## src/rtl/alu_issue_stage.sv

```systemverilog
// alu_issue_stage
//   Command FIFO plus issue/capture stage around an external combinational ALU.
//   Commands {select,a,b} are queued from a valid/ready producer. An FSM pops
//   them into registered ALU operands, captures the ALU result one cycle later,
//   and holds it until the consumer takes it.
//
// Ports
//   clk, rst_n                     clock, async active-low reset
//   cmd_valid/cmd_ready            producer handshake
//   cmd_select, cmd_a, cmd_b       command fields
//   alu_select, alu_a, alu_b       registered operands driven to the ALU
//   alu_out                        combinational ALU result (W+1 bits)
//   res_valid/res_ready            consumer handshake
//   res_data, res_select           captured result and the opcode that made it
//   fifo_count                     entries currently queued
//   issue_cnt, stall_cnt           saturating statistics counters; present only
//                                  when ALU_ISSUE_STATS_EN is defined
module alu_issue_stage #(
  parameter int DEPTH = 4,
  parameter int W     = 4,
  parameter int SW    = 3,
  localparam int AW   = $clog2(DEPTH),
  localparam int CW   = AW + 1
) (
  input  logic          clk,
  input  logic          rst_n,
  input  logic          cmd_valid,
  output logic          cmd_ready,
  input  logic [SW-1:0] cmd_select,
  input  logic [W-1:0]  cmd_a,
  input  logic [W-1:0]  cmd_b,
  output logic [SW-1:0] alu_select,
  output logic [W-1:0]  alu_a,
  output logic [W-1:0]  alu_b,
  input  logic [W:0]    alu_out,
  output logic          res_valid,
  input  logic          res_ready,
  output logic [W:0]    res_data,
  output logic [SW-1:0] res_select,
  output logic [CW-1:0] fifo_count
`ifdef ALU_ISSUE_STATS_EN
  ,
  output logic [15:0]   issue_cnt,
  output logic [15:0]   stall_cnt
`endif
);

  typedef struct packed {
    logic [SW-1:0] sel;
    logic [W-1:0]  a;
    logic [W-1:0]  b;
  } cmd_t;

  typedef enum logic [1:0] {S_IDLE, S_EXEC, S_HOLD} state_t;

  cmd_t [DEPTH-1:0] mem_q, mem_d;
  logic [AW-1:0]    wr_ptr_q, wr_ptr_d, rd_ptr_q, rd_ptr_d;
  logic [CW-1:0]    cnt_q, cnt_d;
  state_t           state_q, state_d;
  cmd_t             issue_q, issue_d;
  logic [W:0]       res_data_q, res_data_d;
  logic [SW-1:0]    res_sel_q, res_sel_d;
  logic             res_valid_q, res_valid_d;
  logic             push, pop;
  cmd_t             cmd_in;

  // Full is judged on the registered count, so a pop in the same cycle never
  // frees a slot for a push.
  assign cmd_ready = (cnt_q != CW'(DEPTH));
  assign push      = cmd_valid & cmd_ready;
  assign cmd_in    = '{sel: cmd_select, a: cmd_a, b: cmd_b};

  always_comb begin
    state_d     = state_q;
    issue_d     = issue_q;
    res_data_d  = res_data_q;
    res_sel_d   = res_sel_q;
    res_valid_d = res_valid_q;
    mem_d       = mem_q;
    wr_ptr_d    = wr_ptr_q;
    rd_ptr_d    = rd_ptr_q;
    cnt_d       = cnt_q;
    pop         = 1'b0;

    case (state_q)
      S_IDLE: begin
        if (cnt_q != '0) begin
          pop     = 1'b1;
          state_d = S_EXEC;
        end
      end
      S_EXEC: begin
        res_data_d  = alu_out;
        res_sel_d   = issue_q.sel;
        res_valid_d = 1'b1;
        state_d     = S_HOLD;
      end
      S_HOLD: begin
        if (res_ready) begin
          res_valid_d = 1'b0;
          if (cnt_q != '0) begin
            pop     = 1'b1;
            state_d = S_EXEC;
          end else begin
            state_d = S_IDLE;
          end
        end
      end
      default: state_d = S_IDLE;
    endcase

    // Pop reads the registered head, so a same-cycle push into an empty
    // FIFO cannot bypass to the ALU.
    if (pop) begin
      issue_d  = mem_q[rd_ptr_q];
      rd_ptr_d = rd_ptr_q + AW'(1);
    end
    if (push) begin
      mem_d[wr_ptr_q] = cmd_in;
      wr_ptr_d        = wr_ptr_q + AW'(1);
    end
    case ({push, pop})
      2'b10:   cnt_d = cnt_q + CW'(1);
      2'b01:   cnt_d = cnt_q - CW'(1);
      default: cnt_d = cnt_q;
    endcase
  end

  always_ff @(posedge clk or negedge rst_n) begin
    if (!rst_n) begin
      state_q     <= S_IDLE;
      issue_q     <= '0;
      res_data_q  <= '0;
      res_sel_q   <= '0;
      res_valid_q <= 1'b0;
      mem_q       <= '0;
      wr_ptr_q    <= '0;
      rd_ptr_q    <= '0;
      cnt_q       <= '0;
    end else begin
      state_q     <= state_d;
      issue_q     <= issue_d;
      res_data_q  <= res_data_d;
      res_sel_q   <= res_sel_d;
      res_valid_q <= res_valid_d;
      mem_q       <= mem_d;
      wr_ptr_q    <= wr_ptr_d;
      rd_ptr_q    <= rd_ptr_d;
      cnt_q       <= cnt_d;
    end
  end

  assign alu_select = issue_q.sel;
  assign alu_a      = issue_q.a;
  assign alu_b      = issue_q.b;
  assign res_valid  = res_valid_q;
  assign res_data   = res_data_q;
  assign res_select = res_sel_q;
  assign fifo_count = cnt_q;

`ifdef ALU_ISSUE_STATS_EN
  logic [15:0] issue_cnt_q, issue_cnt_d, stall_cnt_q, stall_cnt_d;

  always_comb begin
    issue_cnt_d = issue_cnt_q;
    stall_cnt_d = stall_cnt_q;
    if (pop && issue_cnt_q != 16'hFFFF)
      issue_cnt_d = issue_cnt_q + 16'd1;
    if (state_q == S_HOLD && !res_ready && stall_cnt_q != 16'hFFFF)
      stall_cnt_d = stall_cnt_q + 16'd1;
  end

  always_ff @(posedge clk or negedge rst_n) begin
    if (!rst_n) begin
      issue_cnt_q <= '0;
      stall_cnt_q <= '0;
    end else begin
      issue_cnt_q <= issue_cnt_d;
      stall_cnt_q <= stall_cnt_d;
    end
  end

  assign issue_cnt = issue_cnt_q;
  assign stall_cnt = stall_cnt_q;
`endif

endmodule

```

## config.mk

```make
export PLATFORM = sky130hd
export DESIGN_NAME = alu_issue_stage
export DESIGN_NICKNAME = d
export VERILOG_FILES = /design/src/rtl/alu_issue_stage.sv
export SDC_FILE = /design/constraint.sdc
export NUM_CORES = 1
export LEC_CHECK = 0
export ABC_CLOCK_PERIOD_IN_PS = 2350
export CORE_MARGIN = 4
export CORE_UTILIZATION = 55
export CTS_BUF_LIST = sky130_fd_sc_hd__clkbuf_8
export CTS_CLUSTER_SIZE = 40
export DETAILED_ROUTE_END_ITERATION = 12
export MAX_ROUTING_LAYER = met4
export PLACE_DENSITY_LB_ADDON = 0.3
export SYNTH_ARGS = -nofsm -noshare
export SYNTH_HDL_FRONTEND = slang
export SYNTH_SLANG_ARGS = --single-unit
```

## constraint.sdc

```tcl
create_clock -name clk -period 2.35 [get_ports clk]
set_input_delay 0.47 -clock clk [delete_from_list [all_inputs] [get_ports clk]]
set_output_delay 0.47 -clock clk [all_outputs]
set_load 0.02 [all_outputs]
```

==> run_results.csv <==
group,metric,value,unit
finish,n_antenna_cell,0,
cts,cts_hold_buf,0,
routing,drc,0,
floorplanning,start_util,57.0,%
cts,cts_sinks,73,
hold_path,min_path_type,"in -> async",
cts,cts_made_buffers,9,
critical_path,cp.arrival,1.73,ns
timing,rsz0062_at_grt,"false",
logic_synthesis,synth.avg_cell_area,17.9,µm²
finish,fin_util,69.5,%
place,dpl.hpwl,4.07,mm
floorplanning,fp.dieH,86.6,µm
logic_synthesis,syn_nets,216,
cts,post_cts_buffers,0,
logic_synthesis,synth_cell_types,25,
pwr,power_switching,1980,µW
critical_path,critPathKind,"reg -> out",
finish,drive_gt1_share,41.3,%
critical_path,slowest_delay,0.56,ns
floorplanning,row_count,28,
logic_synthesis,yosys.area.top_type_share,53.8,%
routing,vias,1788,
routing,vias_per_cell,5.43,
routing,drt-total-wl,5.86,mm
critical_path,end_kind,"output pin",
global_route,grt_max_degree,60,
pwr,p_int,4360,µW
critical_path,worstPathMaxFanout,4,
pwr,clock_power_share,15.0,%
floorplanning,die_area,7490,µm²
pwr,switching_share,31.3,%
logic_synthesis,synth_top_cell_by_area,"dfrtp_1",
pwr,comb_power_share,48.2,%
place,gp_congestion,0.743,
cts,clk_pin_slew,0.07,ns
cts,worstSkewPairLatency,0.33,ns
logic_synthesis,synth_area,3390,µm²
logic_synthesis,synth_commonest_cells,"dfrtp_1, mux2_4, mux2_2",
timing,max_freq,454,MHz
timing,hold_violations,0,
finish,fillers,423,
critical_path,path_delay_family,"buffers and inverters",
critical_path,start_kind,"register",
logic_synthesis,synth_edf_count,0,
global_route,overflow,0,
global_route,grt_pass1_vias,2022,
pwr,power_density,1530,nW/µm²
routing,wl_per_cell,17.8,µm
cts,ctsRootBufferMaster,"clkbuf_8",
timing,fin_crit_sh,93.8,%
timing,fin_worst_skew,0.00738,ns
timing,slew_viol_final,0,
timing,fin_crit,2.20,ns
timing,tightest_slew,0.541,ns
logic_synthesis,async_reset_ff_share,100,%
finish,finish.instance_area,4140,µm²
pwr,seqPwrFrac,36.8,%
timing,setup_viol,0,
finish,area_growth,21.9,%
floorplanning,io_pins,44,
routing,ant_nets,0,
critical_path,crit_buf_inv,1,
global_route,antenna_found_initial,0,
timing,slew_headroom,63.9,%
routing,drtIter0Drc,74,
place,dpl-instance-area,3940,µm²
critical_path,worst_path_max_delay_cell,"clkdlybuf4s50_1",
logic_synthesis,synth_warnings,0,
job,maxCapViolCount,0,
place,io_buffers,43,
global_route,grt_pass1_wl,10.4,mm
critical_path,cp.required,1.88,ns
logic_synthesis,synth_most_common_cell,"dfrtp_1",
floorplanning,core_region_area,5960,µm²
pwr,vdd_drop_max,0.786,mV
routing,first_pass_iters,4,
critical_path,crit_chain,"or3b_1, clkdlybuf4s50_1",
cts,cts_resized,0,
finish,nNetsFinal,276,
logic_synthesis,ys_seq_elements,73,
cts,tritoncts,"built",
critical_path,rr_startpoint,"fifo_count[2]",
status,status,"completed",
global_route,grt_util_all_layers,18.8,%
cts,htreeDepth,3,
logic_synthesis,yosysSeqAreaShare,53.8,%
logic_synthesis,synth_cells,190,
logic_synthesis,synth_flop_cell,"dfrtp_1",
critical_path,cp-startpoint,"fifo_count[2]",
pwr,p_leak,0.00195,µW
cts,cts.path.max_buffers,2,
logic_synthesis,synthTopCellsByArea,"dfrtp_1, mux2_4, mux2_2, mux4_1, buf_12",
floorplanning,fp.dieW,86.6,µm
-- registers in the layout, summed over array words and instances (netlist names) --
register / cells
res_valid: 1
res_data: 5
rd_ptr_q: 2
alu_b: 4
state_q: 2
fifo_count: 3
alu_select: 3
wr_ptr_q: 2
res_select: 3
mem_q: 44
alu_a: 4
-- worst paths after layout --
kind | endpoint | slack, ns | cells past startpoint
setup reg to reg | fifo_count[1] | 0.32 | 5
hold reg to reg | mem_q[14] | 0.50 | 1
setup / recovery | cmd_ready | 0.15 | 2
min in group clk | mem_q[14] | 0.50 | 1
hold / removal | mem_q[1] | 0.04 | 1
max in group asynchronous | mem_q[38] | 1.69 | 2
-- placed cells by master, fill, tap and decap left out, types with 3 or more instances in the layout --
cell type | Yosys | final
buf_12 | 4 | 3
clkdlybuf4s50_1 | 0 | 42
inv_1 | 4 | 4
ha_1 | 5 | 5
nand3_2 | 4 | 4
buf_4 | 1 | 11
mux2_4 | 45 | 45
dfrtp_1 | 73 | 73
mux2_2 | 20 | 20
xor2_1 | 3 | 3
mux4_1 | 8 | 8
xnor2_1 | 3 | 3
clkbuf_8 | 0 | 10
mux4_2 | 3 | 3
-- cell families (layout without fill, tap and decap cells) --
family / after synthesis / in the layout / synth area share (%)
AO/OA/AOI/OAI: 3 / 3 / 0.516
adder cells (fa/ha/maj): 6 / 6 / 2.43
XOR/XNOR: 6 / 6 / 1.55
AND/OR/NAND/NOR: 14 / 14 / 3.17
buffers and inverters: 12 / 76 / 3.80
flip-flops: 73 / 73 / 53.8
multiplexers: 76 / 76 / 34.7
-- power groups by stage --
stage                     clock network [µW]  registers (µW)  logic (µW)
after floorplan                            0            2500        2040
after global placement                     0            2330        3000
after detailed placement                   0            2350        3090
after CTS                                988            2340        3100
after global routing                    1040            2440        3300
final                                    951            2330        3060
-- worst register-to-register path, delay by kind of cell (launching register included) --
kind,cells,cell delay (ns)
DFF,1,0.43
muxes,1,0.27
and+or+nand+nor,2,0.59
adders and majority gates,2,0.63
-- final cells by class --
cell class	instances	area, µm²	share of cell area, %
well taps	75	93.8	2.27
multi-input cells	105	1440	34.8
repair buffers	57	568	13.7
clock buffers	10	138	3.33
inverters	4	15.0	0.363
clock inverters	5	56.3	1.36
flip-flops and latches	73	1830	44.2
-- routing by layer --
layer	routed length, µm	part of all wire (%)	up-vias	GRT usage, %
met3	259	4.4	9	3.71
met2	2920	50	41	29.3
met1	2600	44	924	24.4
met5	0	0	-	-
li1	-	-	814	-
met4	89	1.5	0	7.51
-- metrics by stage --
step	power (µW)	TNS [ns]	cells	worst slack [ns]	hold slack [ns]
final	6340	0	329	0.146	0.0421
after floorplan	4530	0	190	0.204	0.174
after global routing	6780	0	329	0.0702	0.0569
after detailed placement	5440	-0.0306	314	-0.0306	0.407
after CTS	6430	0	329	0.111	0.0344
after global placement	5330	0	314	0.00561	0.414
Note: power is estimated with default switching activity, not from simulation.
